[config.mk]
export PLATFORM = sky130hd
export DESIGN_NAME = padded_fmap_writer
export DESIGN_NICKNAME = d
export VERILOG_FILES = /design/src/rtl/fmap_pkg.sv /design/src/rtl/padded_pos_counter.sv /design/src/rtl/padded_fmap_writer.sv
export SDC_FILE = /design/constraint.sdc
export NUM_CORES = 1
export LEC_CHECK = 0
export CAP_MARGIN = 20
export CORE_UTILIZATION = 53
export CTS_CLUSTER_DIAMETER = 50
export DETAILED_ROUTE_END_ITERATION = 16
export HOLD_SLACK_MARGIN = 0.03
export MAX_ROUTING_LAYER = met4
export PLACE_DENSITY = 0.91
export SETUP_SLACK_MARGIN = 0.5
export SKIP_LAST_GASP = 1
export SLEW_MARGIN = 20
export SYNTH_ARGS = -nofsm -noshare
export SYNTH_HDL_FRONTEND = slang
export SYNTH_HIERARCHICAL = 1
export SYNTH_SLANG_ARGS = --single-unit
[constraint.sdc]
create_clock -name clk -period 3 [get_ports clk]
set_input_delay 0.6 -clock clk [delete_from_list [all_inputs] [get_ports clk]]
set_output_delay 0.6 -clock clk [all_outputs]
set_load 0.01 [all_outputs]
[src/rtl/fmap_pkg.sv]
// Shared definitions for the padded feature-map buffer: default geometry,
// padded-size and counter-width helpers, and the writer FSM encoding.
package fmap_pkg;

    localparam int DEF_DATA_WIDTH   = 8;
    localparam int DEF_OUT_CHANNELS = 3;
    localparam int DEF_IN_WIDTH     = 5;
    localparam int DEF_IN_HEIGHT    = 5;

    function automatic int pad_dim(input int n);
        return n + 2;
    endfunction

    function automatic int fmap_depth(input int in_w, input int in_h, input int ch);
        return (in_w + 2) * (in_h + 2) * ch;
    endfunction

    // Width able to index 0..n-1, never narrower than one bit.
    function automatic int cnt_width(input int n);
        return (n > 1) ? $clog2(n) : 1;
    endfunction

    typedef enum logic {
        IDLE = 1'b0,
        WALK = 1'b1
    } wr_state_e;

endpackage

[src/rtl/padded_pos_counter.sv]
// Row/column/channel walker over the padded frame with a linear address kept
// alongside, so the buffer address never needs a multiplier.
module padded_pos_counter
    import fmap_pkg::*;
#(
    parameter int PAD_WIDTH    = pad_dim(DEF_IN_WIDTH),
    parameter int PAD_HEIGHT   = pad_dim(DEF_IN_HEIGHT),
    parameter int OUT_CHANNELS = DEF_OUT_CHANNELS,
    parameter int AW           = cnt_width(PAD_WIDTH * PAD_HEIGHT * OUT_CHANNELS)
) (
    input  logic          clk,
    input  logic          rst_n,
    input  logic          load_i,
    input  logic          load_interior_i,
    input  logic          skip_border_i,
    input  logic          step_i,
    output logic [AW-1:0] addr_o,
    output logic          border_o,
    output logic          last_o
);

    localparam int RW  = cnt_width(PAD_HEIGHT);
    localparam int CW  = cnt_width(PAD_WIDTH);
    localparam int CHW = cnt_width(OUT_CHANNELS);

    localparam logic [RW-1:0]  ROW_LAST     = RW'(PAD_HEIGHT - 1);
    localparam logic [RW-1:0]  ROW_INT_LAST = RW'(PAD_HEIGHT - 2);
    localparam logic [CW-1:0]  COL_LAST     = CW'(PAD_WIDTH - 1);
    localparam logic [CW-1:0]  COL_INT_LAST = CW'(PAD_WIDTH - 2);
    localparam logic [CHW-1:0] CH_LAST      = CHW'(OUT_CHANNELS - 1);
    localparam logic [AW-1:0]  INT_START    = AW'((PAD_WIDTH + 1) * OUT_CHANNELS);
    localparam logic [AW-1:0]  ROW_SKIP     = AW'(2 * OUT_CHANNELS + 1);

    logic [RW-1:0]  row_q, row_d;
    logic [CW-1:0]  col_q, col_d;
    logic [CHW-1:0] ch_q,  ch_d;
    logic [AW-1:0]  addr_q, addr_d;

    logic ch_last;
    logic col_int_last;

    assign ch_last      = (ch_q == CH_LAST);
    assign col_int_last = (col_q == COL_INT_LAST);

    assign border_o = (row_q == '0) | (row_q == ROW_LAST) | (col_q == '0) | (col_q == COL_LAST);
    assign last_o   = skip_border_i ? ((row_q == ROW_INT_LAST) & col_int_last & ch_last)
                                    : ((row_q == ROW_LAST) & (col_q == COL_LAST) & ch_last);
    assign addr_o   = addr_q;

    always_comb begin
        row_d  = row_q;
        col_d  = col_q;
        ch_d   = ch_q;
        addr_d = addr_q;
        if (load_i) begin
            row_d  = load_interior_i ? RW'(1) : '0;
            col_d  = load_interior_i ? CW'(1) : '0;
            ch_d   = '0;
            addr_d = load_interior_i ? INT_START : '0;
        end else if (step_i) begin
            if (last_o) begin
                row_d  = '0;
                col_d  = '0;
                ch_d   = '0;
                addr_d = '0;
            end else if (ch_last) begin
                ch_d = '0;
                // Interior-only walks hop over the right and left border columns.
                if (skip_border_i && col_int_last) begin
                    row_d  = row_q + RW'(1);
                    col_d  = CW'(1);
                    addr_d = addr_q + ROW_SKIP;
                end else if (col_q == COL_LAST) begin
                    row_d  = row_q + RW'(1);
                    col_d  = '0;
                    addr_d = addr_q + AW'(1);
                end else begin
                    col_d  = col_q + CW'(1);
                    addr_d = addr_q + AW'(1);
                end
            end else begin
                ch_d   = ch_q + CHW'(1);
                addr_d = addr_q + AW'(1);
            end
        end
    end

    always_ff @(posedge clk or negedge rst_n) begin
        if (!rst_n) begin
            row_q  <= '0;
            col_q  <= '0;
            ch_q   <= '0;
            addr_q <= '0;
        end else begin
            row_q  <= row_d;
            col_q  <= col_d;
            ch_q   <= ch_d;
            addr_q <= addr_d;
        end
    end

endmodule

[src/rtl/padded_fmap_writer.sv]
// Write-side sequencer filling the padded feature-map buffer from a pixel stream.
// Optional macro PADDED_FMAP_WR_PAD_ONCE_EN: after the first frame, skip border writes.
module padded_fmap_writer
    import fmap_pkg::*;
#(
    parameter int DATA_WIDTH   = DEF_DATA_WIDTH,
    parameter int OUT_CHANNELS = DEF_OUT_CHANNELS,
    parameter int IN_WIDTH     = DEF_IN_WIDTH,
    parameter int IN_HEIGHT    = DEF_IN_HEIGHT,
    localparam int PAD_WIDTH   = pad_dim(IN_WIDTH),
    localparam int PAD_HEIGHT  = pad_dim(IN_HEIGHT),
    localparam int DEPTH       = fmap_depth(IN_WIDTH, IN_HEIGHT, OUT_CHANNELS),
    localparam int AW          = cnt_width(DEPTH)
) (
    input  logic                  clk,
    input  logic                  rst_n,
    input  logic                  start,
    input  logic [DATA_WIDTH-1:0] in_data,
    input  logic                  in_valid,
    output logic                  in_ready,
    output logic [DATA_WIDTH-1:0] wr_data,
    output logic [AW-1:0]         wr_addr,
    output logic                  is_padding,
    output logic                  wr_en,
    output logic                  busy,
    output logic                  done,
    output logic                  state_dbg_o
);

    wr_state_e state_q, state_d;

    logic                  step;
    logic                  start_ok;
    logic                  skip_border;
    logic [AW-1:0]         pos_addr;
    logic                  pos_border;
    logic                  pos_last;

    logic                  wr_en_q;
    logic [AW-1:0]         wr_addr_q;
    logic [DATA_WIDTH-1:0] wr_data_q;
    logic                  is_pad_q;
    logic                  done_q;

`ifdef PADDED_FMAP_WR_PAD_ONCE_EN
    logic pad_written_q;

    always_ff @(posedge clk or negedge rst_n) begin
        if (!rst_n) begin
            pad_written_q <= 1'b0;
        end else if (done_q) begin
            pad_written_q <= 1'b1;
        end
    end

    assign skip_border = pad_written_q;
`else
    assign skip_border = 1'b0;
`endif

    padded_pos_counter #(
        .PAD_WIDTH   (PAD_WIDTH),
        .PAD_HEIGHT  (PAD_HEIGHT),
        .OUT_CHANNELS(OUT_CHANNELS),
        .AW          (AW)
    ) u_pos (
        .clk            (clk),
        .rst_n          (rst_n),
        .load_i         (start_ok),
        .load_interior_i(skip_border),
        .skip_border_i  (skip_border),
        .step_i         (step),
        .addr_o         (pos_addr),
        .border_o       (pos_border),
        .last_o         (pos_last)
    );

    always_ff @(posedge clk or negedge rst_n) begin
        if (!rst_n) begin
            state_q <= IDLE;
        end else begin
            state_q <= state_d;
        end
    end

    always_comb begin
        state_d = state_q;
        case (state_q)
            IDLE:    if (start_ok) state_d = WALK;
            WALK:    if (step && pos_last) state_d = IDLE;
            default: state_d = IDLE;
        endcase
    end

    // Handshake: an element transfers on a rising edge where in_valid & in_ready.
    // in_ready depends only on state and position, never on in_valid; border
    // positions step every cycle without consuming stream data.
    always_comb begin
        start_ok = 1'b0;
        step     = 1'b0;
        in_ready = 1'b0;
        busy     = 1'b0;
        case (state_q)
            IDLE: begin
                start_ok = start & ~done_q;
            end
            WALK: begin
                busy     = 1'b1;
                in_ready = ~pos_border;
                step     = pos_border | in_valid;
            end
            default: begin
                start_ok = 1'b0;
            end
        endcase
    end

    always_ff @(posedge clk or negedge rst_n) begin
        if (!rst_n) begin
            wr_en_q   <= 1'b0;
            wr_addr_q <= '0;
            wr_data_q <= '0;
            is_pad_q  <= 1'b0;
            done_q    <= 1'b0;
        end else begin
            wr_en_q <= step;
            done_q  <= step & pos_last;
            if (step) begin
                wr_addr_q <= pos_addr;
                wr_data_q <= pos_border ? '0 : in_data;
                is_pad_q  <= pos_border;
            end
        end
    end

    assign wr_en       = wr_en_q;
    assign wr_addr     = wr_addr_q;
    assign wr_data     = wr_data_q;
    assign is_padding  = is_pad_q;
    assign done        = done_q;
    assign state_dbg_o = state_q;

endmodule
==> flow_summary.ini, run 1 <==
[outcome]
status = complete, no violations

[critical_path]
critical_path.endpoint_type = output port
path_max_fanout = 6
worstSetupStartpointType = flip-flop
worst-setup-path-type = reg2out
worst_r2r_path_depth = 7
required_ns = 2.40
critical_path_arrival_ns = 1.80

[global_route]
grt_remaining_overflow = 0
maximum_number_of_pins_on_one_net_before_global_route_repair = 37
grt_use_total_pct = 23.2
global_route_wire_length_before_repair_mm = 7.14
grt_antenna_before_repair = 0
grt_pass1_vias = 1566

[logic_synthesis]
synth_most_common_cell = sky130_fd_sc_hd__dfrtp_1
top_cell_types_by_occurrence_after_synthesis = 36 x sky130_fd_sc_hd__dfrtp_1, 17 x sky130_fd_sc_hd__nand2_1, 13 x sky130_fd_sc_hd__inv_1
synthDistinctLibCells = 54
synth-adder-area-share_pct = 3.62
postSynthAreaPerCell_um2 = 10.4
ys_ff_latch = 36
synth-edff-count = 0
synth_warnings = 6
synth-simple-area-share_pct = 19.8
synthesis.instances = 199
netlist_area_um2 = 2080
yosysTopAreaCellShare_pct = 43.4
synth-main-ff-cell = sky130_fd_sc_hd__dfrtp_1
synth_async_sr_flop_share_pct = 100
synth_area_leaders = sky130_fd_sc_hd__dfrtp_1 43%, sky130_fd_sc_hd__mux2_4 5.8%, sky130_fd_sc_hd__ha_1 3.6%
synth_sequential_area_ratio_pct = 43.4
synth-compound-area-share_pct = 17.2
yosysTopAreaCell = sky130_fd_sc_hd__dfrtp_1
synth_xor_xnor_area_share_pct = 1.27
main_combinational_cell_family_by_area_after_synthesis = simple AND/OR/NAND/NOR gates
multiplexer_share_of_the_synthesized_area_pct = 8.32

[die]
num_io_pins = 34
die-height_um = 64.6
coreArea_um2 = 3720
fp.dieArea_um2 = 4170
die_w_um = 64.6
initial_utilization_pct = 55.9
standard_cell_rows = 22

[sta]
tns_ns = 0
timing.final.crit_period_ns = 2.40
final_max_slew_viol_count = 0
rsz0062_at_grt = no
relSlewSlack_pct = 57.9
timing_hold_violations_final = 0
finalSetupViolations = 0
fmax_mhz = 416
finClkSkew_ns = 0.00681
worst_slew_pin_slew_ns = 0.631
worst_slack_ns = 0.599
post-route-period-util_pct = 80.0

[layout]
utilization_pct = 68.7
fillers = 283
fin_nets = 257
area_delta_synth_final_pct = 23.0
insertedDiodeCount = 0
drive_above_1_share_pct = 15.8

[routing]
drt.antenna.violating_nets = 0
drt-pass1-iter-count = 4
drt-initial-drc-count = 102
via_per_inst = 5.59
drc_errors = 0
routed-via-count = 1610
drt-wirelength-per-cell_um = 14.8
detail_route.wirelength_mm = 4.25

[power]
leakagePower_uw = 0.00112
powerDensity_nw_per_um2 = 1040
vdd.ir_drop.worst_mv = 0.443

[clocking]
clkSinkCount = 36
clkSlewWorstSetupHoldPaths_ns = 0.07
clock_latency_at_the_later_pin_of_the_worst_skew_pair_ns = 0.29
cts-htree-levels = 2
cts-root-buf = sky130_fd_sc_hd__clkbuf_8
tritoncts_clock_tree = built
clock_tree.buffer_depth = 2
numCtsBuffers = 5

[placement]
pre_cts_slack_ns = 0.340
dp.final_hpwl_mm = 2.99
numPortBuffers = 33
gp_congestion = 0.802

[hold_path]
min-delay-path-class = reg2reg
worstHoldPathCells = 1

[run]
number_of_maximum_capacitance_violations = 0
[logic make-up (layout without fill, tap and decap cells)]
family,Yosys count,in the layout
flip-flops,36,36
adder cells (fa/ha/maj),6,6
buffers and inverters,26,62
multiplexers,13,13
AO/OA/AOI/OAI,42,42
AND/OR/NAND/NOR,72,72
XOR/XNOR,3,3
other,1,6
[registers in the layout, summed over array words and instances (netlist names)]
| name | count |
|---|---|
| u_pos/addr_o | 8 |
| wr_addr | 8 |
| wr_data | 8 |
| u_pos/col_q | 3 |
| u_pos/row_q | 3 |
| u_pos/ch_q | 2 |
| done | 1 |
| is_padding | 1 |
| state_dbg_o | 1 |
| wr_en | 1 |
[power by group]
group / internal (uW) / switching, uW
Combinational: 746 / 649
Clock: 161 / 173
Sequential: 700 / 231
Total: 1610 / 1050
[critical path: stages (launching register included)]
cell	delay (ns)
sky130_fd_sc_hd__dfrtp_1	0.40
sky130_fd_sc_hd__inv_1	0.08
sky130_fd_sc_hd__ha_1	0.19
sky130_fd_sc_hd__mux2i_1	0.24
sky130_fd_sc_hd__o21ai_2	0.16
sky130_fd_sc_hd__nor2b_1	0.16
sky130_fd_sc_hd__dlygate4sd2_1	0.28
[cell type report]
cell class / count / area [um^2] / area share [%]
Inverter: 14 / 52.6 / 2.06
Clock inverter: 3 / 18.8 / 0.735
Clock buffer: 5 / 68.8 / 2.69
Multi-Input combinational cell: 142 / 1070 / 41.9
Sequential cell: 36 / 901 / 35.3
Timing Repair Buffer: 40 / 382 / 14.9
Tap cell: 48 / 60.1 / 2.35
[layout by cell type (no fill, tap or decap), drive strengths merged, types with 3 or more instances in the layout]
cell	instances
o21ai	6
nor3	6
nand2b	5
nor2b	5
buf	7
conb	6
o221ai	6
or4	3
a21oi	5
clkbuf	5
o211ai	3
nand2	17
dfrtp	36
mux2i	3
a221o	4
nand3	6
inv	14
clkdlybuf4s50	32
clkinv	3
and2	7
mux2	10
nor2	11
a31oi	4
ha	6
[worst paths after layout]
path                            slack [ns]              end            from
worst max register to register        0.62  u_pos/addr_o[3]  u_pos/col_q[2]
worst min register to register        0.51       wr_addr[4]      wr_addr[4]
worst min-delay path                  0.51       wr_addr[4]      wr_addr[4]
worst max-delay path                  0.60         in_ready  u_pos/row_q[1]
max in group asynchronous             1.96   u_pos/row_q[2]           rst_n
min in group asynchronous             0.72       wr_addr[2]           rst_n
[per-stage QoR]
step | cell area, um^2 | total power, uW | std cells | hold slack, ns
after floorplan | 2090 | 1850 | 204 | 0.304
after global placement | 2450 | 2230 | 279 | 0.497
after detailed placement | 2450 | 2300 | 279 | 0.497
after CTS | 2550 | 2650 | 288 | 0.516
after global routing | 2550 | 2850 | 288 | 0.518
final | 2550 | 2660 | 288 | 0.513
[per-layer routing]
layer / vias to the layer above / global-route usage [%] / part of all wire (%)
li1: 779 / - / -
met1: 777 / 28.9 / 45
met2: 44 / 36.2 / 49
met3: 10 / 4.75 / 3.9
met4: 0 / 11.4 / 2.2
met5: - / - / 0
[timing repair]
item | 4_1_cts | 5_1_grt
resized for setup | 3 | 1
endpoints found under the setup margin | 2 | 1
setup buffers | 1 | 0
hold endpoints to repair | 0 | 0
hold buffers | 0 | 0
(Power assumes the default switching activity.)
==> run 2, diff against run 1 <==
- CORE_UTILIZATION: 53 -> 48
- PLACE_DENSITY: 0.91 -> 0.88
- clock period: 3 -> 1.98 ns (I/O delays scaled with it)
==> flow_summary.ini, run 2 (same netlist as run 1, synthesis figures left out) <==
[outcome]
status = finished with violations
violated_checks = setup timing

[critical_path]
regToRegSetupSlack_ns = -0.18
slowest_stage = sky130_fd_sc_hd__or4_1
path_buf_inv = 0
path_max_fanout = 4
slowest_delay_ns = 0.53
worst_r2r_path_depth = 6
worst_setup_path_endpoint = u_pos/addr_o[7]
regToRegEndpoint = u_pos/addr_o[7]
worst-setup-path-type = reg2reg
critical_path_arrival_ns = 2.37
path_delay_family = simple AND/OR/NAND/NOR gates
cp_depth = 6
worstSetupStartpointType = flip-flop
critical_path.endpoint_type = flip-flop
required_ns = 2.19
path_cells = ha_4 > and4bb_1 > o2111ai_4 > nand2_1 > or4_1 > a31oi_1
critPathLaunch = u_pos/row_q[1]
worst_r2r_startpoint = u_pos/row_q[1]

[clocking]
cts-root-buf = sky130_fd_sc_hd__clkbuf_8
cts-htree-levels = 2
hold_bufs_inserted_after_cts = 0
clock_tree.buffer_depth = 2
clkSinkCount = 36
clock_latency_at_the_later_pin_of_the_worst_skew_pair_ns = 0.30
numCtsBuffers = 5
clkSlewWorstSetupHoldPaths_ns = 0.08
tritoncts_clock_tree = built

[placement]
number_of_cells_after_detailed_placement = 300
gp_congestion = 0.795
numPortBuffers = 33
placed_area_um2 = 2620
dp.final_hpwl_mm = 3.40

[sta]
final_max_slew_viol_count = 0
worst_slack_ns = -0.176
rsz0062_at_grt = yes
post-route-period-util_pct = 109
relSlewSlack_pct = 64.7
timing.final.crit_period_ns = 2.16
finalSetupViolations = 20
worst_slew_pin_slew_ns = 0.529
timing_hold_violations_final = 0
fmax_mhz = 464
finClkSkew_ns = 0.0101

[die]
fp.dieArea_um2 = 4590
coreArea_um2 = 4090
die-height_um = 67.8
die_w_um = 67.8
num_io_pins = 34
standard_cell_rows = 23
initial_utilization_pct = 50.8

[power]
intPower_uw = 3110
power.clock.fraction_pct = 12.8
leakagePower_uw = 0.00141
powerDensity_nw_per_um2 = 1700
comb_power_share_pct = 60.5
vdd.ir_drop.worst_mv = 0.767
p_switching_uw = 2100
register_share_of_total_power_pct = 26.7
sw_share_pct = 40.4

[global_route]
grt_remaining_overflow = 0
grt_antenna_before_repair = 0
grt_pass1_vias = 1805
global_route_wire_length_before_repair_mm = 8.67
maximum_number_of_pins_on_one_net_before_global_route_repair = 37
grt_use_total_pct = 26.9

[routing]
detail_route.wirelength_mm = 6.33
via_per_inst = 5.94
drt.antenna.violating_nets = 0
drt-wirelength-per-cell_um = 19.4
drt-pass1-iter-count = 5
routed-via-count = 1944
drc_errors = 0
drt-initial-drc-count = 219

[layout]
multiInputGateArea_um2 = 1230
drive_above_1_share_pct = 35.7
area.sequential_um2 = 901
stdcell_count = 327
stdcell_area_um2 = 3070
most-common-layout-cells = 36 x sky130_fd_sc_hd__dfrtp_1, 27 x sky130_fd_sc_hd__buf_4, 19 x sky130_fd_sc_hd__dlygate4sd2_1
insertedDiodeCount = 0
layout.cells.most_common = sky130_fd_sc_hd__dfrtp_1
fin_nets = 294
fillers = 253
area_delta_synth_final_pct = 48.0

[hold_path]
min-delay-path-class = in2async

[run]
number_of_maximum_capacitance_violations = 0
==> run 2: changes by cell type in the layout (fill, tap and decap cells not counted), moves of 3 or more <==
cell / previous run / this run
sky130_fd_sc_hd__inv_1: 13 / 10
sky130_fd_sc_hd__o21ai_0: 5 / 2
sky130_fd_sc_hd__buf_4: 7 / 27
sky130_fd_sc_hd__nor2_1: 11 / 8
sky130_fd_sc_hd__o21ai_1: 0 / 3
sky130_fd_sc_hd__dlygate4sd2_1: 1 / 19
sky130_fd_sc_hd__buf_8: 0 / 3
sky130_fd_sc_hd__buf_6: 0 / 17
sky130_fd_sc_hd__clkdlybuf4s50_1: 32 / 11
==> run 2: per-layer routing <==
layer  GRT usage [%]  part of all wire (%)
met5               -                     0
met4            12.8                   2.6
met3            6.25                   6.3
met2            44.9                    51
met1            29.9                    40
==> run 2: timing repair <==
item / in CTS / in global routing
gates resized for setup: 51 / 33
buffers inserted: 11 / 8
setup endpoints to repair: 56 / 39
pin swaps: 1 / 12
==> run 2: cell type report <==
cell class | instances | share of cell area (%)
multi-input combinational | 142 | 39.9
sequential | 36 | 29.3
timing repair buffer | 77 | 23.3
clock buffer | 5 | 2.24
tap | 50 | 2.04
inverter | 14 | 1.79
clock inverter | 3 | 1.38
==> run 2: how the worst min path moves through the flow <==
stage                from          to  slack [ns]  cells after the start
5_1_grt        wr_addr[2]  wr_addr[2]        0.53                      1
2_1_floorplan       rst_n        done        0.10                      0
3_5_place_dp   wr_addr[5]  wr_addr[5]        0.50                      1
6_report            rst_n        done        0.51                      2
4_1_cts        wr_addr[5]  wr_addr[5]        0.51                      1
3_3_place_gp   wr_addr[0]  wr_addr[0]        0.49                      1
==> run 2: metrics by stage <==
stage               worst slack [ns]  power, uW  util (%)  hold WS, ns  TNS [ns]
CTS                          -0.0392       4710      70.6        0.514   -0.0775
global placement              -0.132       3650      64.2        0.494    -0.464
detailed placement            -0.172       3760      64.2        0.498    -0.755
finish                        -0.176       5210      75.2        0.507     -1.34
floorplan                    -0.0505       2900         -        0.100   -0.0577
global route                  -0.235       5450      75.2        0.529     -2.55
==> run 2: power groups by stage <==
stage	clock, uW	sequential, uW	combinational (uW)
floorplan	0	1380	1520
global placement	0	1330	2320
CTS	656	1330	2720
finish	667	1390	3150
global route	703	1420	3330
detailed placement	0	1360	2410
